<file path="config.mk">
export PLATFORM = sky130hd
export DESIGN_NAME = memory_stage
export DESIGN_NICKNAME = d
export VERILOG_FILES = /design/src/rtl/cpu_pkg.sv /design/src/rtl/mem_lane_align.sv /design/src/rtl/memory_stage.sv
export SDC_FILE = /design/constraint.sdc
export NUM_CORES = 1
export LEC_CHECK = 0
export ABC_AREA = 1
export CAP_MARGIN = 10
export CELL_PAD_IN_SITES_DETAIL_PLACEMENT = 1
export CELL_PAD_IN_SITES_GLOBAL_PLACEMENT = 1
export CORE_MARGIN = 2
export CORE_UTILIZATION = 28
export DETAILED_ROUTE_END_ITERATION = 12
export MAX_ROUTING_LAYER = met4
export PLACE_DENSITY = 0.75
export SLEW_MARGIN = 20
export SYNTH_ARGS = -nofsm -noshare
export SYNTH_HDL_FRONTEND = slang
export SYNTH_SLANG_ARGS = --single-unit
</file>
<file path="constraint.sdc">
create_clock -name clk -period 2 [get_ports clk]
set_clock_uncertainty 0.2 [all_clocks]
set_input_delay 0.3 -clock clk [delete_from_list [all_inputs] [get_ports clk]]
set_output_delay 0.3 -clock clk [all_outputs]
set_load 0.01 [all_outputs]
</file>
<file path="src/rtl/cpu_pkg.sv">
// cpu_pkg: funct3 access codes, memory-stage FSM states, lane count and the captured/writeback record types
package cpu_pkg;
  localparam int LANES = 4;
  localparam logic [2:0] F3_B  = 3'b000;
  localparam logic [2:0] F3_H  = 3'b001;
  localparam logic [2:0] F3_W  = 3'b010;
  localparam logic [2:0] F3_BU = 3'b100;
  localparam logic [2:0] F3_HU = 3'b101;
  typedef enum logic {IDLE, REQ} state_e;
  typedef struct packed {
    logic        we;
    logic        regwrite;
    logic [4:0]  regdest;
    logic        memtoreg;
    logic [2:0]  funct3;
    logic [31:0] addr;
    logic [31:0] rs2;
  } req_t;
  typedef struct packed {
    logic        valid;
    logic        regwrite;
    logic [4:0]  regdest;
    logic        memtoreg;
    logic [31:0] alu;
    logic [31:0] mem_data;
    logic        fault;
  } wb_t;
endpackage

</file>
<file path="src/rtl/mem_lane_align.sv">
// mem_lane_align: byte-lane steering (funct3/addr/store in; wdata/wstrb/load data/misaligned/illegal out)
module mem_lane_align
  import cpu_pkg::*;
(
  input  logic [2:0]  funct3_i,
  input  logic [1:0]  addr_i,
  input  logic        store_i,
  input  logic [31:0] rs2_i,
  input  logic [31:0] rdata_i,
  output logic [31:0] wdata_o,
  output logic [3:0]  wstrb_o,
  output logic [31:0] rdata_o,
  output logic        misaligned_o,
  output logic        illegal_o
);
  logic [31:0] lane;
  assign lane = rdata_i >> {addr_i, 3'b000};
  assign rdata_o = funct3_i == F3_B  ? {{24{lane[7]}}, lane[7:0]} :
                   funct3_i == F3_H  ? {{16{lane[15]}}, lane[15:0]} :
                   funct3_i == F3_BU ? {24'd0, lane[7:0]} :
                   funct3_i == F3_HU ? {16'd0, lane[15:0]} : rdata_i;
  assign wdata_o = funct3_i == F3_B ? {LANES{rs2_i[7:0]}} :
                   funct3_i == F3_H ? {2{rs2_i[15:0]}} : rs2_i;
  assign wstrb_o = (funct3_i == F3_B ? 4'b0001 : funct3_i == F3_H ? 4'b0011 : 4'b1111) << addr_i;
  assign illegal_o = store_i ? !(funct3_i inside {F3_B, F3_H, F3_W})
                             : !(funct3_i inside {F3_B, F3_H, F3_W, F3_BU, F3_HU});
  assign misaligned_o = (funct3_i[1:0] == 2'b01 && addr_i[0]) || (funct3_i[1:0] == 2'b10 && addr_i != 2'b00);
endmodule

</file>
<file path="src/rtl/memory_stage.sv">
// memory_stage: load/store stage (execute inputs + stop_behind, dmem req/ready port, registered writeback outputs + fault)
module memory_stage
  import cpu_pkg::*;
#(
  parameter int TIMEOUT = 16,
  parameter int XLEN    = 32
) (
  input  logic            clk,
  input  logic            rst,
  input  logic            in_valid,
  input  logic            in_MemRead,
  input  logic            in_MemWrite,
  input  logic            in_RegWrite,
  input  logic [4:0]      in_RegDest,
  input  logic            in_MemToReg,
  input  logic [2:0]      in_funct3,
  input  logic [XLEN-1:0] alu_result,
  input  logic [XLEN-1:0] rs2_value,
  output logic            stop_behind,
  output logic            mem_req,
  output logic            mem_we,
  output logic [XLEN-1:0] mem_addr,
  output logic [XLEN-1:0] mem_wdata,
  output logic [3:0]      mem_wstrb,
  input  logic [XLEN-1:0] mem_rdata,
  input  logic            mem_ready,
  output logic            out_valid,
  output logic            out_RegWrite,
  output logic [4:0]      out_RegDest,
  output logic            out_MemToReg,
  output logic [XLEN-1:0] out_alu_result,
  output logic [XLEN-1:0] out_mem_data,
  output logic            out_fault
);
  state_e state_q, state_d;
  logic [31:0] cnt_q, cnt_d;
  req_t cap_q, cap_d;
  wb_t wb_q, wb_d;
  logic in_req, bad, misaligned, illegal;
  logic [31:0] wdata, rdata_fmt;
  logic [3:0] wstrb;
  assign in_req = state_q == REQ;
  // The aligner checks the incoming instruction in IDLE and steers the captured access in REQ.
  mem_lane_align u_align (
    .funct3_i    (in_req ? cap_q.funct3 : in_funct3),
    .addr_i      (in_req ? cap_q.addr[1:0] : alu_result[1:0]),
    .store_i     (in_req ? cap_q.we : in_MemWrite),
    .rs2_i       (cap_q.rs2),
    .rdata_i     (mem_rdata),
    .wdata_o     (wdata),
    .wstrb_o     (wstrb),
    .rdata_o     (rdata_fmt),
    .misaligned_o(misaligned),
    .illegal_o   (illegal)
  );
  assign bad = misaligned || illegal;
  always_comb begin
    state_d = state_q;
    cnt_d = cnt_q;
    cap_d = cap_q;
    wb_d = '0;
    if (!in_req) begin
      if (in_valid) begin
        cap_d = '{we: in_MemWrite, regwrite: in_RegWrite, regdest: in_RegDest, memtoreg: in_MemToReg,
                  funct3: in_funct3, addr: alu_result, rs2: rs2_value};
        wb_d.valid = !(in_MemRead || in_MemWrite) || bad;
        wb_d.fault = (in_MemRead || in_MemWrite) && bad;
        wb_d.regwrite = !(in_MemRead || in_MemWrite) && in_RegWrite && in_RegDest != 5'd0;
        wb_d.regdest = in_RegDest;
        wb_d.memtoreg = in_MemToReg;
        wb_d.alu = alu_result;
        state_d = (in_MemRead || in_MemWrite) && !bad ? REQ : IDLE;
        cnt_d = '0;
      end
    end else if (mem_ready) begin
      state_d = IDLE;
      wb_d.valid = 1'b1;
      wb_d.regwrite = cap_q.regwrite && cap_q.regdest != 5'd0;
      wb_d.regdest = cap_q.regdest;
      wb_d.memtoreg = cap_q.memtoreg;
      wb_d.alu = cap_q.addr;
      wb_d.mem_data = cap_q.we ? 32'd0 : rdata_fmt;
    end else begin
      cnt_d = cnt_q + 32'd1;
      // The counter holds the number of unanswered REQ cycles already elapsed.
      if (TIMEOUT != 0 && cnt_q == 32'(TIMEOUT - 1)) begin
        state_d = IDLE;
        wb_d.valid = 1'b1;
        wb_d.fault = 1'b1;
        wb_d.regdest = cap_q.regdest;
        wb_d.memtoreg = cap_q.memtoreg;
        wb_d.alu = cap_q.addr;
      end
    end
  end
  always_ff @(posedge clk) begin
    if (rst) begin
      state_q <= IDLE;
      cnt_q <= '0;
      cap_q <= '0;
      wb_q <= '0;
    end else begin
      state_q <= state_d;
      cnt_q <= cnt_d;
      cap_q <= cap_d;
      wb_q <= wb_d;
    end
  end
  assign mem_req = in_req;
  assign stop_behind = in_req;
  assign mem_we = in_req && cap_q.we;
  assign mem_addr = {cap_q.addr[31:2], 2'b00};
  assign mem_wdata = mem_we ? wdata : '0;
  assign mem_wstrb = mem_we ? wstrb : '0;
  assign out_valid = wb_q.valid;
  assign out_RegWrite = wb_q.regwrite;
  assign out_RegDest = wb_q.regdest;
  assign out_MemToReg = wb_q.memtoreg;
  assign out_alu_result = wb_q.alu;
  assign out_mem_data = wb_q.mem_data;
  assign out_fault = wb_q.fault;
endmodule

</file>
[Word-level counts from Yosys, hierarchy flattened]
Cells that the tools add are included.
Storage, ports and cells
  flip-flop bits (word level): 181
  input port bits: 112
  output and inout port bits: 144
  logic and storage cells: 87
Operators by class
  $add $sub $neg: 1
  equal/unequal tests: 8
  shift operators: 2
  mux-type cells: 32
  bitwise gates (word level): 2
  reductions and logical operators: 26
Operators by type and width (count)
  $mux W32: 10
  $mux W40: 2
  $mux W38: 2
  $add A32 B1 Y32 const B: 1
  $eq A32 B4 Y1 const B: 1
  $shr A32 B5 Y16: 1
  $reduce_bool A5 Y1: 3
  $mux W1: 13
  $mux W4: 3
  $logic_and A1 B1 Y1: 8
  $eq A3 B3 Y1 const B: 2
  $logic_not A1 Y1: 4
  $logic_or A1 B1 Y1: 4
  $reduce_and A2 Y1: 2
  $reduce_bool A2 Y1: 2
  $reduce_or A4 Y1: 1
  $shl A4 B2 Y4: 1
  $eq A3 B1 Y1 const B: 1
  $eq A3 B2 Y1 const B: 1
  $logic_not A3 Y1: 1
  $mux W3: 1
  $reduce_bool A3 Y1: 1
  $eq A2 B1 Y1 const B: 1
  $eq A2 B2 Y1 const B: 1
  3 further kinds: 4

[Depth between registers and ports, before layout]
  word-level depth: 11
  gate-level depth with buffers: 12
  gate-level depth less buffers: 11

[Modules after synthesis]
Synthesis repeated with hierarchy kept, for this count alone.
Unflattened totals
  cells, all modules: 1312
  area, all modules: 8922.3 um2
By module, submodules not included
  memory_stage: instances 1, cells each 1034, area each 7495.9 um2, sequential area each 3623.5 um2
  mem_lane_align: instances 1, cells each 278, area each 1426.4 um2, sequential area each 0.0 um2

[Worst setup path before layout]
OpenSTA, ideal clock, no wires.
  path type: register -> output
  from: register state_q (netlist: mem_req)
  to: output port mem_wdata[30]
  arrival: 1.549 ns
  data required time: 1.500 ns
  setup slack: -0.049 ns
  cell stages (with the launch flop): 12
  buffers on the path: 1
  cell sequence: dfxtp_1 -> inv_1 -> nand2_1 -> nand2_4 -> inv_2 -> nand2_2 -> nor2_4 -> inv_4 -> buf_6 -> o21ai_2 -> inv_2 -> a21oi_1
Between the ends
  word-level cells in the longest chain between the ends: 5
  elaborated cells between the ends (all ways): 7
  those cells by class: eq/ne: 1; mux: 4; reduce/logical: 2
RTL lines
  start: declaration: RTL line memory_stage.sv:35  | state_e state_q, state_d;
  start signal: assignment: RTL line memory_stage.sv:103  | state_q <= state_d;
  $mux W3: RTL line memory_stage.sv:45  | .funct3_i (in_req ? cap_q.funct3 : in_funct3),
  $eq A3 B1 Y1: RTL line mem_lane_align.sv:23  | funct3_i == F3_H ? {2{rs2_i[15:0]}} : rs2_i;
  $mux W32: RTL line mem_lane_align.sv:23
  $mux W32: RTL line mem_lane_align.sv:22  | assign wdata_o = funct3_i == F3_B ? {LANES{rs2_i[7:0]}} :
  $mux W32 *: RTL line memory_stage.sv:113  | assign mem_wdata = mem_we ? wdata : '0;
  end: declaration: RTL line memory_stage.sv:23  | output logic [XLEN-1:0] mem_wdata,
Mark *: on every way between the ends. The rest lies on a longest branch, timed or not.

[Final worst setup path]
  from: register state_q (netlist: mem_req)
  to: output port mem_wdata[26]
Same word-level chain as after synthesis.

==> impl_results.html <==
<table>
<tr><th>Metric</th><th>Value</th></tr>
<tr><th colspan="2">Worst hold path</th></tr>
<tr><td>Type of the tightest min-delay check</td><td>input port to flop</td></tr>
<tr><td>Endpoint of the worst hold-timing path</td><td>mem_req</td></tr>
<tr><td>Hold path startpoint</td><td>rst</td></tr>
<tr><td>Cell depth of the worst min-delay path</td><td>2</td></tr>
<tr><th colspan="2">Layout</th></tr>
<tr><td>Leading cell types in the layout, fill and taps excluded</td><td>sky130_fd_sc_hd__nand2_1 (271), sky130_fd_sc_hd__clkdlybuf4s50_1 (215), sky130_fd_sc_hd__dfxtp_1 (175)</td></tr>
<tr><td>Most common library cell in the layout ignoring fill and taps</td><td>sky130_fd_sc_hd__nand2_1</td></tr>
<tr><td>Share of layout cells above drive strength 1</td><td>19.85%</td></tr>
<tr><td>End-of-flow core utilization</td><td>43.21%</td></tr>
<tr><td>NumNets Final</td><td>1662</td></tr>
<tr><td>Area growth from synthesis to layout</td><td>52.07%</td></tr>
<tr><td>Finished Cell Area</td><td>0.01322 mm^2</td></tr>
<tr><td>Final antenna diode count</td><td>0</td></tr>
<tr><td>Number of standard cells in the final layout excluding fillers</td><td>1958</td></tr>
<tr><th colspan="2">Place</th></tr>
<tr><td>Port buffer count</td><td>253</td></tr>
<tr><td>Total cell area at the placement stage</td><td>0.01195 mm^2</td></tr>
<tr><td>Placed cells</td><td>1899</td></tr>
<tr><td>RePlAce Congestion</td><td>0.8501</td></tr>
<tr><td>Detail Placement HPWL</td><td>24150 um</td></tr>
<tr><td>Pre-CTS setup slack</td><td>-866.9 ps</td></tr>
<tr><th colspan="2">Route</th></tr>
<tr><td>Remaining antenna violation count after routing</td><td>0</td></tr>
<tr><td>DRC violations left</td><td>0</td></tr>
<tr><td>Via count</td><td>9646</td></tr>
<tr><td>Wire length per cell after detailed routing</td><td>17.88 um</td></tr>
<tr><td>Total routed wirelength</td><td>35000 um</td></tr>
<tr><td>First-pass iteration count of the detailed router</td><td>5</td></tr>
<tr><td>Number of violations reported at the end of detailed-routing iteration 0</td><td>535</td></tr>
<tr><td>Post-DR vias/cell</td><td>4.926</td></tr>
<tr><th colspan="2">Worst setup path</th></tr>
<tr><td>Worst EP required</td><td>1500 ps</td></tr>
<tr><td>Register-to-Register Path Depth</td><td>16</td></tr>
<tr><td>Most repeated library cell on the critical path</td><td>sky130_fd_sc_hd__buf_6</td></tr>
<tr><td>Startpoint class of the critical path</td><td>flop</td></tr>
<tr><td>Critical Path Slowest Stage Cell</td><td>sky130_fd_sc_hd__dfxtp_4</td></tr>
<tr><td>Endpoint type of the worst setup path</td><td>output port</td></tr>
<tr><td>Class of the most critical setup path</td><td>flop to output port</td></tr>
<tr><td>Capturing point of the worst reg2reg path</td><td>out_mem_data[29]</td></tr>
<tr><td>Chain of cells forming the critical path</td><td>buf_6 -&gt; o21ai_4 -&gt; buf_6 -&gt; nor2_4 -&gt; buf_6 -&gt; or2_4 -&gt; o21ai_2 -&gt; a21oi_2 -&gt; buf_2</td></tr>
<tr><td>Flop2flop setup slack</td><td>-180 ps</td></tr>
<tr><td>CP Max Fanout</td><td>6</td></tr>
<tr><td>Biggest cell delay along the critical path</td><td>370 ps</td></tr>
<tr><td>Critical R2R Launch</td><td>mem_req</td></tr>
<tr><td>Crit path arrival time</td><td>2010 ps</td></tr>
<tr><th colspan="2">Clock tree</th></tr>
<tr><td>H-tree lvl count</td><td>4</td></tr>
<tr><td>Clock-pin slew on the worst setup and hold paths</td><td>70 ps</td></tr>
<tr><td>TritonCTS buffer count</td><td>17</td></tr>
<tr><td>Number of sinks on the clock net</td><td>181</td></tr>
<tr><td>Number of buffers added to fix hold violations after cts</td><td>0</td></tr>
<tr><td>Worst-skew pair later-pin latency</td><td>440 ps</td></tr>
<tr><td>Buffer cell driving the clock tree root</td><td>sky130_fd_sc_hd__clkbuf_16</td></tr>
<tr><td>Maximum clock insertion buffer count</td><td>2</td></tr>
<tr><td>CTS tree</td><td>done</td></tr>
<tr><th colspan="2">STA</th></tr>
<tr><td>Final sum of negative setup slack</td><td>-16360 ps</td></tr>
<tr><td>Unrepaired setup endpoints after global routing</td><td>yes</td></tr>
<tr><td>Final count of hold timing violations</td><td>0</td></tr>
<tr><td>Final worst hold slack</td><td>36.85 ps</td></tr>
<tr><td>Final number of max-transition violations</td><td>0</td></tr>
<tr><td>Crit share post-route</td><td>125.7%</td></tr>
<tr><td>Count of endpoints failing setup in the final report</td><td>61</td></tr>
<tr><td>Fin crit period</td><td>2514 ps</td></tr>
<tr><td>Highest clock frequency the design can meet</td><td>397.7 MHz</td></tr>
<tr><td>Least setup slack across all paths after layout</td><td>-514.4 ps</td></tr>
<tr><th colspan="2">Pwr</th></tr>
<tr><td>Leak Pwr</td><td>5.389 nW</td></tr>
<tr><td>Power consumption</td><td>9.125 mW</td></tr>
<tr><td>Cell area power density</td><td>690.3 mW/mm^2</td></tr>
<tr><td>Maximum vdd drop</td><td>0.5284 mV</td></tr>
<tr><th colspan="2">Synthesis</th></tr>
<tr><td>Area share of the leading cell type in the synthesized netlist</td><td>41.69%</td></tr>
<tr><td>Share of the yosys chip area belonging to registers</td><td>41.69%</td></tr>
<tr><td>Distinct cells, synth</td><td>37</td></tr>
<tr><td>Synth warnings</td><td>0</td></tr>
<tr><td>Cell area after technology mapping</td><td>0.008692 mm^2</td></tr>
<tr><td>Ranking of synthesized cells by area</td><td>sky130_fd_sc_hd__dfxtp_1 (42%), sky130_fd_sc_hd__nand2_1 (12%), sky130_fd_sc_hd__a21oi_1 (8.3%), sky130_fd_sc_hd__nor2_1 (7.5%), sky130_fd_sc_hd__nand3_1 (6.0%)</td></tr>
<tr><td>Largest area contributor in the netlist</td><td>sky130_fd_sc_hd__dfxtp_1</td></tr>
<tr><td>Instance count of the mapped netlist</td><td>1266</td></tr>
<tr><td>Number of synthesized register bits</td><td>181</td></tr>
<tr><td>Avg Inst Size Synth</td><td>6.866 um^2</td></tr>
<tr><th colspan="2">Global routing</th></tr>
<tr><td>Total GRT Usage</td><td>21.09%</td></tr>
<tr><td>Via count of the first global-routing pass</td><td>10010</td></tr>
<tr><td>First-pass GRT wire length</td><td>53970 um</td></tr>
<tr><td>Antenna violations before repair</td><td>0</td></tr>
<tr><td>Pin count of the biggest net entering global routing</td><td>90</td></tr>
<tr><td>GRT overflow</td><td>0</td></tr>
<tr><th colspan="2">Floorplan</th></tr>
<tr><td>Num ports</td><td>256</td></tr>
<tr><td>Total Die Area</td><td>0.03247 mm^2</td></tr>
<tr><td>FP Rows</td><td>64</td></tr>
<tr><td>Die height</td><td>180.2 um</td></tr>
<tr><td>Starting utilization of the core area</td><td>28.42%</td></tr>
<tr><td>Placeable core area</td><td>0.03059 mm^2</td></tr>
<tr><td>Die X-Extent</td><td>180.2 um</td></tr>
<tr><th colspan="2">Status</th></tr>
<tr><td>Failing checks</td><td>negative setup slack</td></tr>
<tr><td>Result of the run</td><td>complete, but fails checks</td></tr>
<tr><th colspan="2">Flow run</th></tr>
<tr><td>Max-Cap Viols</td><td>0</td></tr>
</table>
synthesized netlist by cell type, drive strengths merged:
master / number
ha: 1
o311a: 1
nand3b: 1
o22ai: 2
a21oi: 146
and3: 1
dfxtp: 181
nand2: 292
a22oi: 1
conb: 1
buf: 73
a31oi: 3
or2: 8
nor2: 182
nor3: 12
inv: 99
a221oi: 1
nand4: 11
nand3: 104
clkbuf: 31
o211ai: 16
a211oi: 8
o21ai: 91
state kept, by name, summed over array words and instances, names as in the netlist:
register,cells
out_mem_data,32
out_MemToReg,1
cap_q,45
mem_addr,30
out_alu_result,32
out_RegWrite,1
out_RegDest,5
out_valid,1
out_fault,1
cnt_q,32
mem_req,1
metal layers:
| layer | share of wire, % | global-route usage (%) | up-vias |
|---|---|---|---|
| met4 | 2.1 | 5.903 | 0 |
| met3 | 4.7 | 3.981 | 51 |
| met5 | 0 | - | - |
| met2 | 50 | 36.60 | 269 |
| li1 | - | - | 4651 |
| met1 | 43 | 24.86 | 4675 |
layout make-up:
type,count,area (um^2)
repair buffers,365,3587
clock inverters,14,141.4
flip-flops and latches,181,3633
clock buffers,18,429.2
fillers,3751,17370
repair inverters,2,17.52
well taps,396,495.5
inverters,99,386.6
multi-input cells,883,4527
cell families after synthesis:
logic type,Yosys count,synth area share [%]
AND/OR/NAND/NOR,611,29.65
AO/OA/AOI/OAI,269,17.16
buffers and inverters,203,11.31
flip-flops,181,41.69
adder cells (fa/ha/maj),1,0.1439
other,1,0.04314
power by group:
part | internal, mW | total, mW | switching (mW)
logic | 0.896 | 1.93 | 1.03
clock network | 1.66 | 3.34 | 1.68
registers | 3.76 | 3.86 | 0.0928
total | 6.32 | 9.12 | 2.80
worst max path at each step:
stage / slack, ps / from / to / cells after the start
floorplan: 30 / mem_req / mem_wdata[21] / 8
global placement: -800 / in_funct3[0] / mem_wstrb[2] / 10
detailed placement: -870 / in_funct3[0] / mem_wstrb[2] / 10
CTS: -530 / mem_req / mem_wdata[27] / 13
global route: -590 / mem_req / mem_wdata[26] / 9
finish: -510 / mem_req / mem_wdata[26] / 9
timing repair:
item / 4_1_cts / 5_1_grt
resized for setup: 218 / 78
gates cloned: 4 / 3
pin swaps: 26 / 32
buffers inserted: 15 / 11
endpoints found under the setup margin: 72 / 117
hold endpoints to repair: 0 / 0
worst max-delay path: cells and delay by family (launching register included):
| kind | cells | cell delay [ps] |
|---|---|---|
| AOI/OAI and AO/OA | 3 | 400 |
| buffers and inverters | 4 | 540 |
| DFF | 1 | 370 |
| and+or+nand+nor | 2 | 280 |
No activity file was read; power rests on OpenSTA's default activity.
